===== config.mk =====
export PLATFORM = sky130hd
export DESIGN_NAME = scale_mod_unit
export DESIGN_NICKNAME = d
export VERILOG_FILES = /design/src/rtl/scale_mod_unit.sv
export SDC_FILE = /design/constraint.sdc
export NUM_CORES = 2
export LEC_CHECK = 0
export CAP_MARGIN = 0
export CORE_ASPECT_RATIO = 0.7
export CORE_MARGIN = 2
export CORE_UTILIZATION = 61
export DETAILED_ROUTE_END_ITERATION = 10
export DONT_BUFFER_PORTS = 1
export PLACE_DENSITY = 0.86
export SLEW_MARGIN = 15
export SYNTH_ARGS = -nofsm -noshare
export SYNTH_HDL_FRONTEND = slang
export SYNTH_SLANG_ARGS = --single-unit

===== constraint.sdc =====
create_clock -name clk -period 9.53 [get_ports clk]
set_input_delay 1.906 -clock clk [delete_from_list [all_inputs] [get_ports clk]]
set_output_delay 1.906 -clock clk [all_outputs]
set_load 0.05 [all_outputs]

===== src/rtl/scale_mod_unit.sv =====
`default_nettype none
// ============================================================================
// Module   : scale_mod_unit
// Purpose  : Per-element out = floor((a*t + bias)/q) mod q, bias = 0 or
//            floor(q/2). Input FIFO, valid/ready on both sides, q==0 flag,
//            one shared restoring shift-subtract divider used twice.
// Revision : 1.0 - initial release
// ============================================================================
module scale_mod_unit #(
  parameter int WIDTH = 32,
  parameter int DEPTH = 4
) (
  input  logic                       clk,
  input  logic                       rst,
  input  logic [WIDTH-1:0]           t,
  input  logic [WIDTH-1:0]           q,
  input  logic [WIDTH-1:0]           in_data_i,
  input  logic                       in_round_i,
  input  logic                       in_valid_i,
  output logic                       in_ready_o,
  output logic [WIDTH-1:0]           out_data_o,
  output logic                       out_err_o,
  output logic                       out_valid_o,
  input  logic                       out_ready_i,
  output logic                       busy_o,
  output logic [$clog2(DEPTH):0]     count_o
);

  localparam int PW    = $clog2(DEPTH);
  localparam int CW    = PW + 1;
  localparam int DW    = 2 * WIDTH + 1;
  localparam int NW    = $clog2(DW + 1);

  localparam logic [CW-1:0] C_FULL = CW'(DEPTH);
  localparam logic [NW-1:0] C_LAST = NW'(DW - 1);

  localparam logic [2:0] S_IDLE = 3'd0;
  localparam logic [2:0] S_MUL  = 3'd1;
  localparam logic [2:0] S_DIV  = 3'd2;
  localparam logic [2:0] S_MOD  = 3'd3;
  localparam logic [2:0] S_HOLD = 3'd4;

  // FIFO storage: {round, data}
  logic [WIDTH:0]   mem [DEPTH];
  logic [PW-1:0]    wr_ptr;
  logic [PW-1:0]    rd_ptr;
  logic [CW-1:0]    count;

  logic [2:0]       state;
  logic [WIDTH-1:0] a_r;
  logic             rnd_r;
  logic [WIDTH-1:0] t_r;
  logic [WIDTH-1:0] q_r;
  logic [DW-1:0]    sh_r;     // dividend shifting out, quotient shifting in
  logic [WIDTH-1:0] rem_r;
  logic [NW-1:0]    iter_r;

  logic             empty;
  logic             full;
  logic             push;
  logic             pop;
  logic [WIDTH:0]   head;
  logic [2*WIDTH-1:0] prod;
  logic [DW-1:0]    bias;
  logic [DW-1:0]    dividend;
  logic [WIDTH:0]   trial;
  logic [WIDTH:0]   diff;
  logic             ge;
  logic [WIDTH-1:0] rem_next;
  logic [DW-1:0]    sh_next;
  logic             q_zero;

  assign empty       = (count == '0);
  assign full        = (count == C_FULL);
  assign in_ready_o  = !full;
  assign push        = in_valid_i && !full;
  assign pop         = !empty && ((state == S_IDLE) || ((state == S_HOLD) && out_ready_i));
  assign head        = mem[rd_ptr];
  assign count_o     = count;
  assign out_valid_o = (state == S_HOLD);
  assign busy_o      = (state != S_IDLE) || !empty;

  // Product and rounding bias; the sum cannot overflow DW bits
  assign prod     = {{WIDTH{1'b0}}, a_r} * {{WIDTH{1'b0}}, t_r};
  assign bias     = rnd_r ? {{(WIDTH+2){1'b0}}, q_r[WIDTH-1:1]} : '0;
  assign dividend = {1'b0, prod} + bias;

  // One restoring step: bring in the next dividend bit, subtract q if it fits.
  // With rem_r < q the difference also stays below q, so WIDTH bits suffice.
  assign trial    = {rem_r, sh_r[DW-1]};
  assign ge       = (trial >= {1'b0, q_r});
  assign diff     = trial - {1'b0, q_r};
  assign rem_next = ge ? diff[WIDTH-1:0] : trial[WIDTH-1:0];
  assign sh_next  = {sh_r[DW-2:0], ge};
  assign q_zero   = (q_r == '0);

  // FIFO storage write; contents are meaningless while count is zero
  always_ff @(posedge clk) begin
    if (push) begin
      mem[wr_ptr] <= {in_round_i, in_data_i};
    end
  end

  // FIFO pointers and occupancy; pointers wrap naturally at DEPTH
  always_ff @(posedge clk or posedge rst) begin
    if (rst) begin
      wr_ptr <= '0;
      rd_ptr <= '0;
      count  <= '0;
    end else begin
      if (push) wr_ptr <= wr_ptr + PW'(1);
      if (pop)  rd_ptr <= rd_ptr + PW'(1);
      case ({push, pop})
        2'b10:   count <= count + CW'(1);
        2'b01:   count <= count - CW'(1);
        default: count <= count;
      endcase
    end
  end

  // Control FSM and datapath: pop/latch, multiply, divide by q, reduce mod q
  always_ff @(posedge clk or posedge rst) begin
    if (rst) begin
      state      <= S_IDLE;
      a_r        <= '0;
      rnd_r      <= 1'b0;
      t_r        <= '0;
      q_r        <= '0;
      sh_r       <= '0;
      rem_r      <= '0;
      iter_r     <= '0;
      out_data_o <= '0;
      out_err_o  <= 1'b0;
    end else begin
      if (pop) begin
        a_r   <= head[WIDTH-1:0];
        rnd_r <= head[WIDTH];
        t_r   <= t;
        q_r   <= q;
      end
      case (state)
        S_IDLE: begin
          if (pop) state <= S_MUL;
        end
        S_MUL: begin
          sh_r   <= dividend;
          rem_r  <= '0;
          iter_r <= '0;
          state  <= S_DIV;
        end
        S_DIV: begin
          sh_r <= sh_next;
          if (iter_r == C_LAST) begin
            // sh_r now holds the full quotient; restart remainder for the mod pass
            rem_r  <= '0;
            iter_r <= '0;
            state  <= S_MOD;
          end else begin
            rem_r  <= rem_next;
            iter_r <= iter_r + NW'(1);
          end
        end
        S_MOD: begin
          sh_r  <= sh_next;
          rem_r <= rem_next;
          if (iter_r == C_LAST) begin
            out_data_o <= q_zero ? '0 : rem_next;
            out_err_o  <= q_zero;
            iter_r     <= '0;
            state      <= S_HOLD;
          end else begin
            iter_r <= iter_r + NW'(1);
          end
        end
        S_HOLD: begin
          if (out_ready_i) state <= empty ? S_IDLE : S_MUL;
        end
        default: state <= S_IDLE;
      endcase
    end
  end

endmodule
`default_nettype wire


[Yosys cells after proc, flatten, opt, wreduce, memory -nomap -nowiden]
Memory sizes are Yosys's and may differ from the RTL's. A register that Yosys moved wholly into a read port is not among the register bits.
Index checks and enable logic that the tools add are counted.
Word-level totals
  flip-flop bits (word level): 211
  memory bits (writable): 132
  input bits: 101
  output and inout port bits: 39
  word-level logic and storage cells: 67
  memories: 1
Operators by class
  add/subtract/negate cells: 7
  multipliers: 1
  magnitude comparators: 1
  eq/ne operators: 12
  mux-type cells: 17
  reductions and logical operators: 17
Memory list
  mem: depth 4, width 33, read ports 1, clocked after memory_dff 1, write ports 1, RTL line 44  | logic [WIDTH:0] mem [DEPTH];
Operators by type and width (number)
  $pmux W65 S2: 1
  $mux W32: 3
  $pmux W32 S3: 1
  $add A64 B31 Y65: 1
  $mul A32 B32 Y64: 1
  $ge A33 B32 Y1: 1
  $logic_not A32 Y1: 1
  $sub A32 B32 Y32: 1
  $mux W31: 1
  $pmux W3 S5: 1
  $pmux W7 S2: 1
  $mux W3: 4
  $add A7 B1 Y7 const B: 1
  $eq A7 B7 Y1 const B: 1
  $mux W7: 1
  $eq A3 B2 Y1 const B: 2
  $eq A3 B3 Y1 const B: 2
  $logic_not A3 Y1: 2
  $ne A2 B2 Y1 const B: 3
  $pmux W3 S2: 1
  $reduce_bool A3 Y1: 2
  $add A2 B1 Y2 const B: 2
  $reduce_and A4 Y1: 1
  $reduce_bool A2 Y1: 2
  12 further kinds: 18

[Longest topological paths before layout]
  depth in word-level cells: 6
  mapped depth: 31

[Worst setup path after synthesis]
OpenSTA, ideal clock, no wires.
  path kind: reg2reg
  start: register a_r[18] (read register of mem)
  end: register sh_r[64]
  library setup time: 104 ps
  data arrival time: 7303 ps
  data required time: 9426 ps
  path slack: 2123 ps
  cell stages (with the launch flop): 31
  path buffers: 2
  clock period less this slack: 7407 ps
  path through: dfrtp_1 > clkbuf_1 > nand2_1 > fa_1 > inv_1 > fa_1 > fa_1 > inv_1 > fa_1 > inv_1 > fa_1 > inv_1 > fa_1 > inv_1 > fa_1 > inv_1 > fa_1 > inv_1 > ha_1 > buf_2 > nand4_1 > nor3_1 > a32o_1 > or3_1 > a41o_2 > a21oi_2 > o31ai_2 > o21ai_1 > o31ai_1 > xnor2_1 > a221oi_1
On the way
  longest elaborated chain between the ends: 3
RTL lines
  start, declared: RTL line 50  | logic [WIDTH-1:0] a_r;
  $mul A32 B32 Y64: RTL line 84  | assign prod = {{WIDTH{1'b0}}, a_r} * {{WIDTH{1'b0}}, t_r};
  $add A64 B31 Y65: RTL line 86  | assign dividend = {1'b0, prod} + bias;
  $pmux W65 S2: RTL line 141  | case (state)
  end signal, assigned: RTL line 146  | sh_r <= dividend;
  end signal, assigned: RTL line 152  | sh_r <= sh_next;
  end signal, assigned: RTL line 164  | sh_r <= sh_next;
  end, declared: RTL line 54  | logic [DW-1:0] sh_r;
No other way between the ends.
A chain may end at the register's enable or synchronous reset.

[Final worst setup path]
  start: register a_r[23] (read register of mem)
  end: register sh_r[64]
The elaborated chain is that of the path after synthesis.

==> key figures <==
Synthesis
  • Post-synthesis compound-gate area fraction: 0.07306
  • Most used DFF post-synth: dfrtp_1
  • Number of synthesized flops with an enable pin: 132
  • Share of synthesized area occupied by flip-flops and latches: 0.1969
  • Number of instances in the synthesized netlist: 5,215
  • Number of library cell types mapped by synthesis: 78
  • Net Count, Synth: 6,555
  • Share of async-settable or async-resettable flops after synthesis: 0.6489
  • Main combinational cell family by area after synthesis: adder cells
  • Simple-gate area share of the yosys netlist: 0.1438
  • Flip-flop and latch count after synthesis: 376
  • Post-synthesis instance area: 0.05114 mm2
  • Multiplexer fraction of the synthesized cell area: 0.03127
  • Mean area per synthesized cell: 9.806 um2
  • Adder-Cell Fraction of Synth Area: 0.4397
  • Yosys synthesis warning count: 0
  • Xor-xnor portion of the synthesized cell area: 0.01610

Placement
  • Final HPWL from detailed placement: 105,100 um
  • Cell total after placement: 6,122
  • Buffers added on ports: 0
  • Gp weighted congestion: 0.9459

Worst setup path
  • Critical Path Sink Type: flip-flop
  • Count of buffering cells on the critical path with inverters included: 6
  • R2r endpoint: sh_r[64]
  • Worst path depth: 27
  • Top cell family by delay on the critical path: adder cells
  • CP Data Arrival Time: 9.12 ns
  • Worst Path Required: 10.04 ns
  • Crit Reg-Reg Startpoint: a_r[23]
  • Worst reg2reg setup slack: 0.93 ns
  • Worst-path cell with the longest stage delay: dfrtp_1
  • Number of cell instances on the worst register-to-register path: 27
  • Crit-path max cell delay: 0.96 ns
  • Kind of launch point of the worst setup path: flip-flop
  • Most frequent cell on the critical path: fa_1
  • CP Max Fanout: 19
  • Startpoint of the most critical setup path: a_r[23]
  • Capture point of the critical path: sh_r[64]
  • Classification of the worst setup path: reg -> reg

STA
  • Setup violations, final: 0
  • Sum of negative setup slack: 0 ns
  • Number of max-slew violations in the final report: 0
  • Actual slew at the worst max-slew pin: 1.219 ns
  • Post-route clock period utilization: 0.9028
  • Worst clock skew on the final layout: 0.02793 ns
  • Max transition margin: 0.1871
  • RSZ-0062 raised after global routing: no
  • Max Fclk: 116.2 MHz
  • Shortest clock period the worst path allows after layout: 8.604 ns
  • Final hold violations: 0

Global route
  • GRT Residual Overflow: 0
  • Number of global-route vias before repair: 39,170
  • Total Routing Usage GR: 0.3257
  • Number of antenna violations at the first check in global routing: 4
  • First-pass GRT wire length: 217,800 um
  • Maximum number of pins on one net before global-route repair: 161

Cells and area
  • Layout Nets: 6,380
  • Leading cell type in the layout, fill and taps excluded: inv_1
  • Sequential cell area: 0.01008 mm2
  • Share of post-route cells with drive strength above 1: 0.05657
  • Syn-to-layout area delta: 4.629%
  • Footprint of the multi-input gates: 0.03605 mm2
  • Number of fill cells in the layout: 6,051
  • Count of non-filler cells in the finished layout: 6,202
  • Most frequent cells in the layout: 1,046 x inv_1, 930 x fa_1, 630 x and2_1

Detailed routing
  • Via count: 36,940
  • Router iterations before antenna repair: 6
  • # DRC: 0
  • Antenna Nets Post-Route: 0
  • Ratio of routed vias to standard cells: 5.956
  • Average routed wire per standard cell: 21.67 um
  • Sum of routed wire length over all layers: 134,400 um
  • Iter 0 DRT Violations: 3,921

Floorplan
  • Die Area: 0.08620 mm2
  • Die Y: 246.3 um
  • Number of placed I/O pins: 140
  • Core area: 0.08269 mm2
  • Horiz. Die Dim: 350.1 um
  • Site Rows: 88
  • Effective utilization at floorplan: 0.6185

Status
  • Outcome: completed

Clock network
  • Clock tree from TritonCTS: built
  • Resized cells post-CTS: 0
  • Number of CTS-inserted buffers: 41
  • Root Driver: clkbuf_16
  • Clock Sinks: 376
  • Total setup buffers inserted after CTS: 0
  • CTS H-tree depth: 2
  • Max clock buf depth: 3
  • Clock network latency to the later pin of the worst-skew pair: 0.62 ns
  • Quantity of hold-fixing buffers added after cts: 0
  • Post-CTS clock slew at the launch and capture registers of the worst setup and hold paths: 0.06 ns

Flow run
  • Max-Cap Viols: 0

Worst hold path
  • Min-Delay Path Class: reg -> reg
==> worst min-delay path, cell delays in order (launching register included) <==
cell and delay [ns]:
dfrtp_1 0.34, nand2_1 0.04, o21ai_0 0.06
==> cell type report <==
class | count | share of cell area
Multi-Input combinational cell | 3495 | 0.6737
Sequential cell | 376 | 0.1883
Inverter | 1049 | 0.07373
Tap cell | 1125 | 0.02631
Clock buffer | 52 | 0.02069
Timing Repair Buffer | 77 | 0.01104
Clock inverter | 24 | 0.006033
Antenna cell | 4 | 0.0001871
==> cells in the mapped netlist (all sizes together), types with 24 or more instances <==
master / instances / area share
fa: 930 / 0.36
dfrtp: 244 / 0.12
a21o: 44 / 0.0065
edfxtp: 132 / 0.078
inv: 1049 / 0.077
a21oi: 145 / 0.014
clkbuf: 273 / 0.020
nand4: 30 / 0.0037
o21bai: 24 / 0.0035
ha: 309 / 0.076
xor2: 41 / 0.0070
nand2: 614 / 0.045
mux2: 68 / 0.015
o22ai: 35 / 0.0043
o21ai: 214 / 0.021
nand3: 30 / 0.0029
mux4: 33 / 0.015
and2: 630 / 0.077
nor2: 59 / 0.0043
a22oi: 44 / 0.0065
xnor2: 53 / 0.0091
==> per-layer routing <==
layer,part of all wire,up-vias,GRT usage
met5,0.000097,-,0
met4,0.035,2,0.1086
met1,0.40,18690,0.4618
li1,-,15640,-
met3,0.12,347,0.09105
met2,0.44,2256,0.4873
==> registers in the layout, indices dropped and copies added, names as in the netlist, 7 cells and up <==
signal,flops
t_r,32
a_r,32
q_r,32
iter_r,7
mem,132
sh_r,65
out_data_o,32
rem_r,32
==> metrics by stage <==
stage / hold slack [ns] / utilization / area [um2] / setup WS, ns
6_report: 0.4788 / 0.6471 / 53510 / 0.9259
5_1_grt: 0.5058 / 0.6471 / 53510 / 0.5877
4_1_cts: 0.4752 / 0.6469 / 53490 / 0.9987
3_5_place_dp: 0.4620 / 0.6296 / 52060 / 1.061
3_3_place_gp: 0.4543 / 0.6296 / 52060 / 1.153
2_1_floorplan: 0.4383 / - / 51140 / 0.9225
==> cell families (layout without fill, tap and decap cells) <==
group | after synthesis | in the layout
flip-flops | 376 | 376
multiplexers | 110 | 110
AND/OR/NAND/NOR | 1449 | 1449
XOR/XNOR | 94 | 94
AO/OA/AOI/OAI | 603 | 603
adder cells (fa/ha/maj) | 1239 | 1239
buffers and inverters | 1344 | 1202
other | 0 | 4
==> worst min path at each step <==
stage                     startpoint        to  slack [ns]  cells after the start
after floorplan             sh_r[46]  sh_r[46]        0.44                      2
after global placement      sh_r[50]  sh_r[50]        0.45                      2
after CTS                   sh_r[50]  sh_r[50]        0.48                      2
final                       sh_r[50]  sh_r[50]        0.48                      2
after global routing        sh_r[46]  sh_r[46]        0.51                      2
after detailed placement    sh_r[50]  sh_r[50]        0.46                      2
Power is not shown: default switching activity piles up to over one toggle a cycle in this logic, so the estimate is an artifact.
